### src/rtl/day_of_year_counter.sv
// Day-of-year register (Jan-Apr, 1..120 or 1..121 in a leap year) stepped by
// debounced pushbuttons or an external tick, with a registered change strobe.
module day_of_year_counter #(
    parameter int DEBOUNCE_CYCLES = 500000,
    parameter int DB_W            = 19
) (
    input  logic       clk,
    input  logic       reset_n,
    input  logic       btn_inc_n,
    input  logic       btn_dec_n,
    input  logic       leap_sw,
    input  logic       auto_en,
    input  logic       tick,
    output logic [6:0] date,
    output logic       leap_year,
    output logic       date_chg
);

    localparam logic [DB_W-1:0] DB_LAST = DB_W'(DEBOUNCE_CYCLES - 1);

    // Index 0 is the increment button, index 1 the decrement button.
    logic [1:0]      btn_raw;
    logic [1:0]      btn_s1_q, btn_s2_q;
    logic [1:0]      db_q, db_d;
    logic [1:0]      armed_q, armed_d;
    logic [DB_W-1:0] cnt_q [2];
    logic [DB_W-1:0] cnt_d [2];
    logic [1:0]      press;

    logic            leap_s1_q, leap_s2_q;
    logic [6:0]      date_q, date_d;
    logic            chg_q, chg_d;
    logic [6:0]      date_max;
    logic            step_up, step_down;

    assign btn_raw = {btn_dec_n, btn_inc_n};

    // A button is unarmed after reset until it has been seen released and
    // stable; the counter doubles as that stability timer while unarmed.
    always_comb begin
        for (int i = 0; i < 2; i++) begin
            db_d[i]    = db_q[i];
            cnt_d[i]   = cnt_q[i];
            armed_d[i] = armed_q[i];
            if (btn_s2_q[i] != db_q[i]) begin
                if (cnt_q[i] == DB_LAST) begin
                    db_d[i]  = btn_s2_q[i];
                    cnt_d[i] = '0;
                    if (btn_s2_q[i]) begin
                        armed_d[i] = 1'b1;
                    end
                end else begin
                    cnt_d[i] = cnt_q[i] + 1'b1;
                end
            end else if (!armed_q[i] && db_q[i]) begin
                if (cnt_q[i] == DB_LAST) begin
                    armed_d[i] = 1'b1;
                    cnt_d[i]   = '0;
                end else begin
                    cnt_d[i] = cnt_q[i] + 1'b1;
                end
            end else begin
                cnt_d[i] = '0;
            end
            press[i] = armed_q[i] & db_q[i] & ~db_d[i];
        end
    end

    assign date_max  = leap_s2_q ? 7'd121 : 7'd120;
    assign step_up   = press[0] | (auto_en & tick);
    assign step_down = press[1];

    // A leftover day 121 after leap is cleared wins over any step request.
    always_comb begin
        date_d = date_q;
        chg_d  = 1'b0;
        if (!leap_s2_q && date_q == 7'd121) begin
            date_d = 7'd120;
            chg_d  = 1'b1;
        end else if (step_up && !step_down) begin
            date_d = (date_q == date_max) ? 7'd1 : date_q + 7'd1;
            chg_d  = 1'b1;
        end else if (step_down && !step_up) begin
            date_d = (date_q == 7'd1) ? date_max : date_q - 7'd1;
            chg_d  = 1'b1;
        end
    end

    always_ff @(posedge clk) begin
        if (!reset_n) begin
            btn_s1_q  <= 2'b11;
            btn_s2_q  <= 2'b11;
            db_q      <= 2'b11;
            armed_q   <= 2'b00;
            cnt_q[0]  <= '0;
            cnt_q[1]  <= '0;
            leap_s1_q <= 1'b0;
            leap_s2_q <= 1'b0;
            date_q    <= 7'd1;
            chg_q     <= 1'b0;
        end else begin
            btn_s1_q  <= btn_raw;
            btn_s2_q  <= btn_s1_q;
            db_q      <= db_d;
            armed_q   <= armed_d;
            cnt_q     <= cnt_d;
            leap_s1_q <= leap_sw;
            leap_s2_q <= leap_s1_q;
            date_q    <= date_d;
            chg_q     <= chg_d;
        end
    end

    assign date      = date_q;
    assign leap_year = leap_s2_q;
    assign date_chg  = chg_q;

endmodule

### config.mk
export PLATFORM = sky130hd
export DESIGN_NAME = day_of_year_counter
export DESIGN_NICKNAME = d
export VERILOG_FILES = /design/src/rtl/day_of_year_counter.sv
export SDC_FILE = /design/constraint.sdc
export NUM_CORES = 1
export LEC_CHECK = 0
export ABC_AREA = 1
export CAP_MARGIN = 10
export CORE_UTILIZATION = 64
export CTS_CLUSTER_SIZE = 30
export DETAILED_ROUTE_END_ITERATION = 12
export GPL_ROUTABILITY_DRIVEN = 0
export PLACE_DENSITY = 0.89
export SLEW_MARGIN = 20
export SYNTH_ARGS = -nofsm -noshare
export SYNTH_HDL_FRONTEND = slang
export SYNTH_SLANG_ARGS = --single-unit
export TNS_END_PERCENT = 5
### constraint.sdc
create_clock -name clk -period 4.3 [get_ports clk]
set_clock_uncertainty 0.05 [all_clocks]
set_input_delay 0.86 -clock clk [delete_from_list [all_inputs] [get_ports clk]]
set_output_delay 0.86 -clock clk [all_outputs]
set_load 0.01 [all_outputs]
# Word-level counts from Yosys, hierarchy flattened
# Cells that the tools add are included.
[totals] ff_bits=56 in_bits=7 output_inout_bits=9 word_cells=80
[classes] n_addsub=4 eq_ne=9 mux=29 bitwise_logic=9 reduce_logical=17
[ops] op="19-bit 2-to-1 mux" n=6
[ops] op="19-bit by 1-bit adder with 19-bit output (second input constant)" n=2
[ops] op="19-bit == test (second input constant)" n=2
[ops] op="7-bit 2-to-1 mux" n=5
[ops] op="1-bit 2-to-1 mux" n=18
[ops] op="7-bit by 1-bit adder with 7-bit output (second input constant)" n=1
[ops] op="7-bit by 1-bit == test with 1-bit output (second input constant)" n=1
[ops] op="7-bit == test" n=1
[ops] op="7-bit == test (second input constant)" n=1
[ops] op="7-bit by 1-bit subtractor with 7-bit output (second input constant)" n=1
[ops] op="3-bit AND reduction" n=2
[ops] op="2-bit nonzero test" n=3
[ops] op="1-bit AND" n=5
[ops] op="1-bit logical AND" n=5
[ops] op="1-bit zero test" n=5
[ops] op="2-bit inequality test (second input constant)" n=2
[ops] op="1-bit inverter" n=3
[ops] op="3-bit nonzero test" n=1
[ops] op="1-bit inequality test" n=2
[ops] op="2-bit OR reduction" n=1
[ops] op="1-bit OR" n=1

# Longest topological paths before layout
# Gate-level depths: netlist (run 1).
[depth] ltp_word=11 mapped_depth=17 depth_no_buf=17

# Worst setup path after synthesis (run 1)
# No wires, ideal clock.
[synth_path] path_kind="register to register" from="register cnt_q[19] (netlist name)" to="register date_q[3] (netlist: date[3])" setup_ps=109 arrival_time_ps=2076 t_required_ps=4141 setup_slack_ps=2065 stages_incl_launch_ff=18 path_buffers=0 synth_period_minus_slack_ps=2235 path_cell_list="dfxtp_1 -> ha_1 -> nand2_1 -> inv_1 -> nand2_1 -> nor2_1 -> nand2_1 -> nand2_1 -> nand3_1 -> nand2_1 -> inv_1 -> ha_1 -> nor2_1 -> nand2_1 -> o21ai_0 -> inv_1 -> nand2_1 -> inv_1"
[synth_via] elab_chain_len=9 elab_cells_between_ends=12 cone_classes="eq/ne (1); mux (4); bitwise (3); reduce/logical (4)"
[synth_rtl] element="start, declared" line_no="26" rtl="logic [DB_W-1:0] cnt_q [2];"
[synth_rtl] element="start signal, assigned" line_no="106" rtl="cnt_q <= cnt_d;"
[synth_rtl] element="19-bit == test *" line_no="46" rtl="if (cnt_q[i] == DB_LAST) begin"
[synth_rtl] element="1-bit 2-to-1 mux *" line_no="46"
[synth_rtl] element="1-bit 2-to-1 mux *" line_no="45" rtl="if (btn_s2_q[i] != db_q[i]) begin"
[synth_rtl] element="1-bit inverter *" line_no="65" rtl="press[i] = armed_q[i] & db_q[i] & ~db_d[i];"
[synth_rtl] element="1-bit AND *" line_no="65"
[synth_rtl] element="1-bit OR *" line_no="70" rtl="assign step_up = press[0] | (auto_en & tick);"
[synth_rtl] element="1-bit logical AND or 1-bit zero test (tied branches)" line_no="80, 83"
[synth_rtl] element="7-bit 2-to-1 mux or 1-bit logical AND (tied branches)" line_no="80, 83"
[synth_rtl] element="7-bit 2-to-1 mux or 3-bit nonzero test (tied branches)"
[synth_rtl] element="end signal, assigned" line_no="109" rtl="date_q <= date_d;"
[synth_rtl] element="end, declared" line_no="31" rtl="logic [6:0] date_q, date_d;"
# Every way passes the cells marked *; elsewhere a longest branch is shown, timed or not.
# A chain may end at the register's enable or synchronous reset.

# Worst setup path after layout (run 1)
[layout_path] from="register cnt_q[19] (netlist name)" to="register date_q[5] (netlist: date[5])"
# Same word-level chain as after synthesis.

==> impl_metrics.csv, run 1 <==
group,metric,value,unit
job,drv_cap,0,
placement,place_hpwl,4590,um
yosys,synth_area_leader_cell,"dfxtp_1",
detailed_routing,routed_wl,6110,um
worst_setup_path,crit_type,"flop to flop",
worst_setup_path,cp_data_arrival_time,2860,ps
hold_path,hold-path-cell-count,1,
clock_network,cts_tree,"yes",
sta,timing.final.ws_setup,1640,ps
sta,timing.slew.headroom,0.671,
yosys,synth_top_flop_cell,"dfxtp_1",
detailed_routing,dr.pass1.iters,4,
detailed_routing,vias,2866,
sta,drv_slew,0,
floorplanning,core,4500,um2
worst_setup_path,worstPathMaxFanout,7,
worst_setup_path,required,4510,ps
clock_network,clk_pin_slew,110,ps
yosys,synth.most_common_cell,"nand2_1",
final_layout,drive_gt1_frac,0.0690,
floorplanning,rows,24,
floorplanning,ios,16,
sta,setup_tns,0,ps
run_status,status,"completed",
floorplanning,die_h,71.6,um
yosys,synth.area.top_cells,"dfxtp_1 (36%), nand2_1 (12%), nor2_1 (11%)",
yosys,netlist_instances,461,
pwr,peakVddDrop,0.000193,V
clock_network,clock_latency,310,ps
worst_setup_path,critPathCaptureType,"flop",
final_layout,syn_to_final_growth,8.36,%
worst_setup_path,ff2ff_path_depth,16,
hold_path,hold_path_class,"flop to flop",
floorplanning,die-area,5120,um2
sta,rsz0062_at_grt,"false",
final_layout,final_util,0.745,
clock_network,clock-sinks,56,
final_layout,fin_area,3360,um2
worst_setup_path,critPathLaunchType,"flop",
sta,hold_violations,0,
yosys,syn_area_per_cell,6.72,um2
sta,fmax,377,MHz
sta,worst_slew_pin_slew,492,ps
sta,post-route-period-util,0.618,
placement,dp_slack,1640,ps
floorplanning,die_w,71.6,um
yosys,yosysUniqueCellTypes,37,
clock_network,htree_num_levels,2,
floorplanning,initial_core_util,0.688,
grt,grt_use_total,0.255,
clock_network,cts_buffers,5,
yosys,netlist_area,3100,um2
sta,fin_crit,2660,ps
clock_network,cts_resized,0,
clock_network,root_buffer,"clkbuf_8",
yosys,ys_warn_count,0,
final_layout,diodes,0,
final_layout,fillers,370,
grt,grt_max_degree,20,
yosys,synth_top_area_frac,0.362,
pwr,power.leakage,0.00138,uW
grt,antenna_found_initial,0,
placement,port-buffer-count,15,
yosys,synth_edf_count,0,
yosys,synthTopCellsByCount,"nand2_1 (102), nor2_1 (92), inv_1 (57)",
grt,gr-total-overflow,0,
detailed_routing,drt_iter0_markers,158,
yosys,ys_seq_area_frac,0.362,
yosys,synth_seq_cells,56,
sta,setup_violations,0,
detailed_routing,drc,0,
grt,first_global_vias,2558,
detailed_routing,vias_per_cell,5.41,
pwr,p_per_area,279,nW/um2
yosys,async_reset_ff_frac,0,
pwr,p_total,938,uW
clock_network,postCtsSetupRepairBufs,0,
clock_network,cts_hold_buf,0,
placement,placed_cell_area,3270,um2
yosys,syn_nets,475,
detailed_routing,routedWlPerCell,11.5,um
detailed_routing,final_antenna_net_count,0,
clock_network,cts_buffer_depth,2,
final_layout,fin_nets,491,
grt,grt_pass1_wl,10500,um
-- flip-flops by register name, summed over array words and instances, names as in the netlist --
name and cells:
armed_q 2, cnt_q 38, btn_s2_q 2, date_chg 1
db_q 2, btn_s1_q 2, date 7, leap_s1_q 1
leap_year 1
-- layout by cell type, fill, tap and decap left out, types with 2 or more instances in the layout --
cell	netlist	routed
inv_1	57	57
o21ai_0	11	11
ha_1	7	7
nand2_1	102	102
nor3_1	12	12
dfxtp_1	56	56
o211ai_1	2	2
clkdlybuf4s50_1	0	15
a21oi_1	11	11
nand3_1	36	36
nand3_2	2	2
o22ai_1	2	2
nand2_2	4	4
nand3b_1	3	3
inv_2	2	2
nor2_4	2	2
clkbuf_8	0	5
or2_2	5	5
nor2_2	3	3
nor2_1	92	92
xor2_1	17	17
xnor2_1	4	4
nand4_1	13	13
-- through the flow --
stage / hold slack, ps / cells
final: 362 / 530
after global routing: 381 / 530
after CTS: 371 / 530
after detailed placement: 347 / 522
after global placement: 347 / 522
after floorplan: 340 / 461
-- worst paths after layout --
check | slack [ps] | start | end
min | 360 | btn_s1_q[0] | btn_s2_q[0]
min reg2reg | 360 | btn_s1_q[0] | btn_s2_q[0]
max reg2reg | 1640 | cnt_q[19] | date[5]
max | 1640 | cnt_q[19] | date[5]
-- where the power goes --
part | switching [uW] | total, uW | internal (uW)
combinational | 55.8 | 98.0 | 42.3
clock | 175 | 291 | 116
sequential | 17.8 | 549 | 531
total | 249 | 938 | 689
-- critical path, stage by stage (launching register included) --
cell,delay (ps)
dfxtp_1,450
ha_1,330
nand2_1,100
inv_1,80
nand2_1,80
nor2_1,150
nand2_1,130
nand2_1,90
nand3_1,70
nand2_1,90
ha_1,250
inv_1,170
a21oi_2,290
nand2_1,90
nand3_1,90
nand2_1,50
inv_1,40
-- kinds of logic (layout without fill, tap and decap cells) --
| logic type | count (synthesis) | in the layout | share of synthesized area |
|---|---|---|---|
| AND/OR/NAND/NOR | 282 | 282 | 0.412 |
| AO/OA/AOI/OAI | 29 | 29 | 0.0509 |
| XOR/XNOR | 21 | 21 | 0.0594 |
| buffers and inverters | 66 | 83 | 0.0876 |
| adder cells (fa/ha/maj) | 7 | 7 | 0.0283 |
| flip-flops | 56 | 56 | 0.362 |
-- layout make-up --
type | instances | area (um2) | area share
clock buffer | 5 | 68.8 | 0.0205
multi-input combinational | 339 | 1710 | 0.508
clock inverter | 3 | 21.3 | 0.00634
timing repair buffer | 15 | 150 | 0.0447
tap | 52 | 65.1 | 0.0194
sequential | 56 | 1120 | 0.334
inverter | 60 | 225 | 0.0671
-- layer usage --
layer,up-vias,track usage,part of all wire
li1,1491,-,-
met1,1294,0.316,0.46
met2,67,0.438,0.49
met3,14,0.0436,0.034
met4,0,0.107,0.019
met5,-,0,0
Note: power is estimated with default switching activity, not from simulation.
==> run 2: changes to the inputs <==
- CORE_UTILIZATION: 64 -> 60
- PLACE_DENSITY: 0.89 -> 0.85
- clock period: 4.3 -> 2.8 ns (I/O delays scaled with it)
==> impl_metrics.csv, run 2 (synthesized netlist as in run 1, its figures left out) <==
group,metric,value,unit
final_layout,fillers,422,
clock_network,cts_resized,0,
hold_path,hold_path_class,"flop to flop",
worst_setup_path,r2r_start,"cnt_q[0]",
hold_path,min_from,"btn_s1_q[0]",
detailed_routing,final_antenna_net_count,0,
pwr,p_per_area,422,nW/um2
final_layout,mostFrequentLayoutCell,"nand2_1",
floorplanning,ios,16,
floorplanning,die_h,73.9,um
final_layout,fin_nets,492,
detailed_routing,vias,2837,
sta,worst_slew_pin_slew,363,ps
sta,timing.slew.headroom,0.757,
worst_setup_path,max_stage_delay,440,ps
worst_setup_path,crit_family,"simple AND/OR/NAND/NOR gates",
clock_network,clock-sinks,56,
floorplanning,core,4850,um2
final_layout,drive_gt1_frac,0.0731,
sta,rsz0062_at_grt,"false",
worst_setup_path,critPathCaptureType,"flop",
detailed_routing,drc,0,
placement,place_hpwl,4610,um
worst_setup_path,worst_path_max_delay_cell,"dfxtp_1",
worst_setup_path,crit_chain,"ha_1 -> nand2_2 -> nor2_4 -> nand2_1 -> nor2_1 -> nand4_1 -> nand4_1 -> ha_1 -> inv_1 -> a21oi_2 -> nand2_1 -> nand3_1 -> nand2_1 -> inv_1",
worst_setup_path,crit_start,"cnt_q[0]",
clock_network,cts_buffers,5,
grt,grt_use_total,0.241,
final_layout,fin_area,3380,um2
sta,whs,364,ps
floorplanning,rows,25,
grt,gr-total-overflow,0,
sta,setup_tns,0,ps
clock_network,clock_latency,310,ps
sta,post-route-period-util,0.878,
placement,port-buffer-count,15,
detailed_routing,dr.pass1.iters,5,
worst_setup_path,required,3010,ps
floorplanning,initial_core_util,0.639,
sta,hold_violations,0,
grt,grt_max_degree,20,
hold_path,hold-path-cell-count,1,
grt,grt_pass1_wl,10400,um
pwr,p_total,1430,uW
sta,fin_crit,2460,ps
final_layout,regMostFlops,"cnt_q",
detailed_routing,drt_iter0_markers,178,
clock_network,cts_hold_buf,0,
clock_network,htree_num_levels,2,
sta,drv_slew,0,
clock_network,root_buffer,"clkbuf_8",
run_status,status,"completed",
final_layout,syn_to_final_growth,9.21,%
pwr,power.leakage,0.00138,uW
job,drv_cap,0,
clock_network,postCtsSetupRepairBufs,0,
grt,first_global_vias,2487,
worst_setup_path,crit_type,"flop to flop",
worst_setup_path,worstPathMaxFanout,7,
clock_network,clk_pin_slew,100,ps
floorplanning,die-area,5450,um2
worst_setup_path,critPathLaunchType,"flop",
pwr,peakVddDrop,0.000315,V
final_layout,largest_reg_flops,38,
worst_setup_path,cp.depth,14,
detailed_routing,vias_per_cell,5.20,
worst_setup_path,cpMostUsedCell,"nand2_1",
placement,placed_cell_area,3290,um2
clock_network,cts_buffer_depth,2,
worst_setup_path,ff2ff_path_depth,14,
sta,fmax,407,MHz
worst_setup_path,worst-path-buf-inv,2,
detailed_routing,routedWlPerCell,11.1,um
grt,antenna_found_initial,0,
detailed_routing,routed_wl,6070,um
floorplanning,die_w,73.9,um
worst_setup_path,cp_data_arrival_time,2660,ps
clock_network,cts_tree,"yes",
final_layout,most-common-layout-cells,"nand2_1 (102), nor2_1 (92), inv_1 (57), dfxtp_1 (55), nand3_1 (36)",
sta,setup_violations,0,
final_layout,diodes,0,
## run 2: final cells by class
cell class	instances	area, um2	share of cell area
clock buffers	6	72.6	0.0214
clock inverters	2	13.8	0.00407
inverters	60	225	0.0666
multi-input cells	339	1710	0.505
flip-flops and latches	56	1120	0.332
well taps	67	83.8	0.0248
repair buffers	16	158	0.0466
## run 2: where the power goes
| part | switching, uW | total [uW] | internal [uW] |
|---|---|---|---|
| Sequential | 28.3 | 844 | 816 |
| Clock | 255 | 434 | 179 |
| Combinational | 85.2 | 151 | 66.0 |
| Total | 368 | 1430 | 1060 |
## run 2: path summary, 6_finish.rpt
| path | endpoint | slack, ps |
|---|---|---|
| worst max-delay path | date[5] | 340 |
| worst min-delay path | btn_s2_q[0] | 360 |
| worst max register to register | date[5] | 340 |
| worst min register to register | btn_s2_q[0] | 360 |
## run 2: stage by stage
stage | cells | setup slack, ps | utilization
2_1_floorplan | 461 | 565 | -
3_3_place_gp | 538 | 412 | 0.679
3_5_place_dp | 538 | 265 | 0.679
4_1_cts | 546 | 253 | 0.697
5_1_grt | 546 | 10.6 | 0.698
6_report | 546 | 342 | 0.698
## run 2: per-layer routing
metal / vias up / track usage / share of wire
li1: 1497 / - / -
met1: 1273 / 0.314 / 0.48
met2: 61 / 0.414 / 0.47
met3: 6 / 0.0398 / 0.039
met4: 0 / 0.0620 / 0.0089
met5: - / 0 / 0
==> run 3: changes to the inputs <==
- CORE_ASPECT_RATIO: unset -> 1.75
- GPL_ROUTABILITY_DRIVEN: 0 -> unset
- SLEW_MARGIN: 20 -> unset
==> impl_metrics.csv, run 3 (synthesized netlist as in run 1, its figures left out) <==
group,metric,value,unit
job,drv_cap,0,
sta,setup_violations,0,
floorplanning,die_w,56.3,um
detailed_routing,wl_met3,170,um
placement,place_hpwl,4970,um
pwr,peakVddDrop,0.000482,V
sta,fin_crit,2410,ps
worst_setup_path,critPathLaunchType,"flop",
worst_setup_path,crit_chain,"ha_2 -> nand2_1 -> inv_1 -> nand2_1 -> nor2_1 -> nand3_1 -> nand3_1 -> nand2_1 -> ha_1 -> nor2_1 -> nand2_1 -> o21ai_0 -> inv_1 -> nand2_1 -> inv_1",
worst_setup_path,required,2970,ps
worst_setup_path,worst_path_max_delay_cell,"dfxtp_2",
floorplanning,ios,16,
hold_path,hold_path_class,"flop to flop",
final_layout,fin_nets,492,
grt,antenna_found_initial,0,
run_status,status,"completed",
grt,grt_use_total,0.253,
sta,fmax,416,MHz
detailed_routing,final_antenna_net_count,0,
sta,setup_tns,0,ps
worst_setup_path,crit_type,"flop to flop",
worst_setup_path,crit_family,"simple AND/OR/NAND/NOR gates",
final_layout,mostFrequentLayoutCell,"nand2_1",
clock_network,cts_buffers,5,
sta,drv_slew,0,
floorplanning,initial_core_util,0.622,
pwr,power.leakage,0.00138,uW
final_layout,regMostFlops,"cnt_q",
detailed_routing,routed.top_layer,"met4",
detailed_routing,wl_met1,2570,um
grt,grt_pass1_wl,11300,um
pwr,p_per_area,430,nW/um2
final_layout,diodes,0,
grt,grt_max_degree,20,
clock_network,cts_buffer_depth,2,
worst_setup_path,max_stage_delay,390,ps
detailed_routing,drt_iter0_markers,131,
final_layout,syn_to_final_growth,8.80,%
placement,dp.cells,525,
placement,place_congestion,0.958,
floorplanning,rows,34,
worst_setup_path,cpMostUsedCell,"nand2_1",
clock_network,root_buffer,"clkbuf_8",
detailed_routing,routed_wl,6470,um
clock_network,htree_num_levels,2,
floorplanning,die-area,5470,um2
detailed_routing,dr.pass1.iters,4,
detailed_routing,dr_wl_met2,3560,um
clock_network,clock-sinks,56,
worst_setup_path,worst-path-buf-inv,3,
clock_network,clock_latency,310,ps
detailed_routing,routedWlPerCell,12.1,um
sta,post-route-period-util,0.859,
sta,rsz0062_at_grt,"false",
floorplanning,core,4980,um2
placement,port-buffer-count,15,
final_layout,largest_reg_flops,38,
detailed_routing,vias_per_cell,5.40,
sta,hold_violations,0,
worst_setup_path,worstPathMaxFanout,7,
final_layout,most-common-layout-cells,"nand2_1 (102), nor2_1 (92), inv_1 (57), dfxtp_1 (55), nand3_1 (36)",
clock_network,cts_tree,"yes",
clock_network,clk_pin_slew,90,ps
grt,first_global_vias,2785,
final_layout,drive_gt1_frac,0.0710,
pwr,p_total,1450,uW
worst_setup_path,cp_data_arrival_time,2580,ps
detailed_routing,vias,2878,
floorplanning,die_h,97.1,um
sta,worst_slew_pin_slew,396,ps
final_layout,final_util,0.677,
sta,timing.slew.headroom,0.736,
worst_setup_path,critPathCaptureType,"flop",
grt,gr-total-overflow,0,
sta,timing.final.ws_setup,394,ps
placement,dp_slack,276,ps
detailed_routing,drc,0,
final_layout,fin_cells,533,
==> run 3: changes by cell type in the layout (fill, tap and decap cells not counted), sizes merged <==
cell,before,now
clkinv,2,1
inv,60,59
clkbuf,6,8
==> run 3: final cells by class <==
cell class,count,area (um2)
fill,449,1610
tap,54,67.6
sequential,56,1120
multi-input combinational,339,1710
clock buffer,8,90.1
timing repair buffer,16,158
inverter,60,225
==> run 3: path summary, 6_finish.rpt <==
path,startpoint,to,slack (ps),cells after the start
worst max-delay path,cnt_q[19],date[3],390,15
worst min-delay path,btn_s1_q[1],btn_s2_q[1],370,1
worst max register to register,cnt_q[19],date[3],390,15
worst min register to register,btn_s1_q[1],btn_s2_q[1],370,1
==> run 3: timing repair <==
item | 4_1_cts | 5_1_grt
resized for setup | 0 | 2
endpoints found under the setup margin | 0 | 4
buffers inserted | 0 | 0
hold buffers | 0 | 0
==> run 3: routing by layer <==
layer	vias up	track usage
met1	1318	0.255
met4	0	0.133
met3	16	0.0320
met5	-	0
li1	1493	-
met2	51	0.484
==> run 3: report_power, final <==
group / switching [uW] / total, uW / internal (uW) / leakage (uW)
combinational: 88.0 / 154 / 66.3 / 0.000883
sequential: 30.6 / 846 / 816 / 0.000455
clock: 247 / 450 / 202 / 0.0000455
total: 366 / 1450 / 1080 / 0.00138
==> run 3: metrics by stage <==
step                hold WS [ps]  area (um2)
floorplan                    340        3100
global placement             346        3280
detailed placement           355        3280
CTS                          380        3370
global route                 392        3370
finish                       375        3370
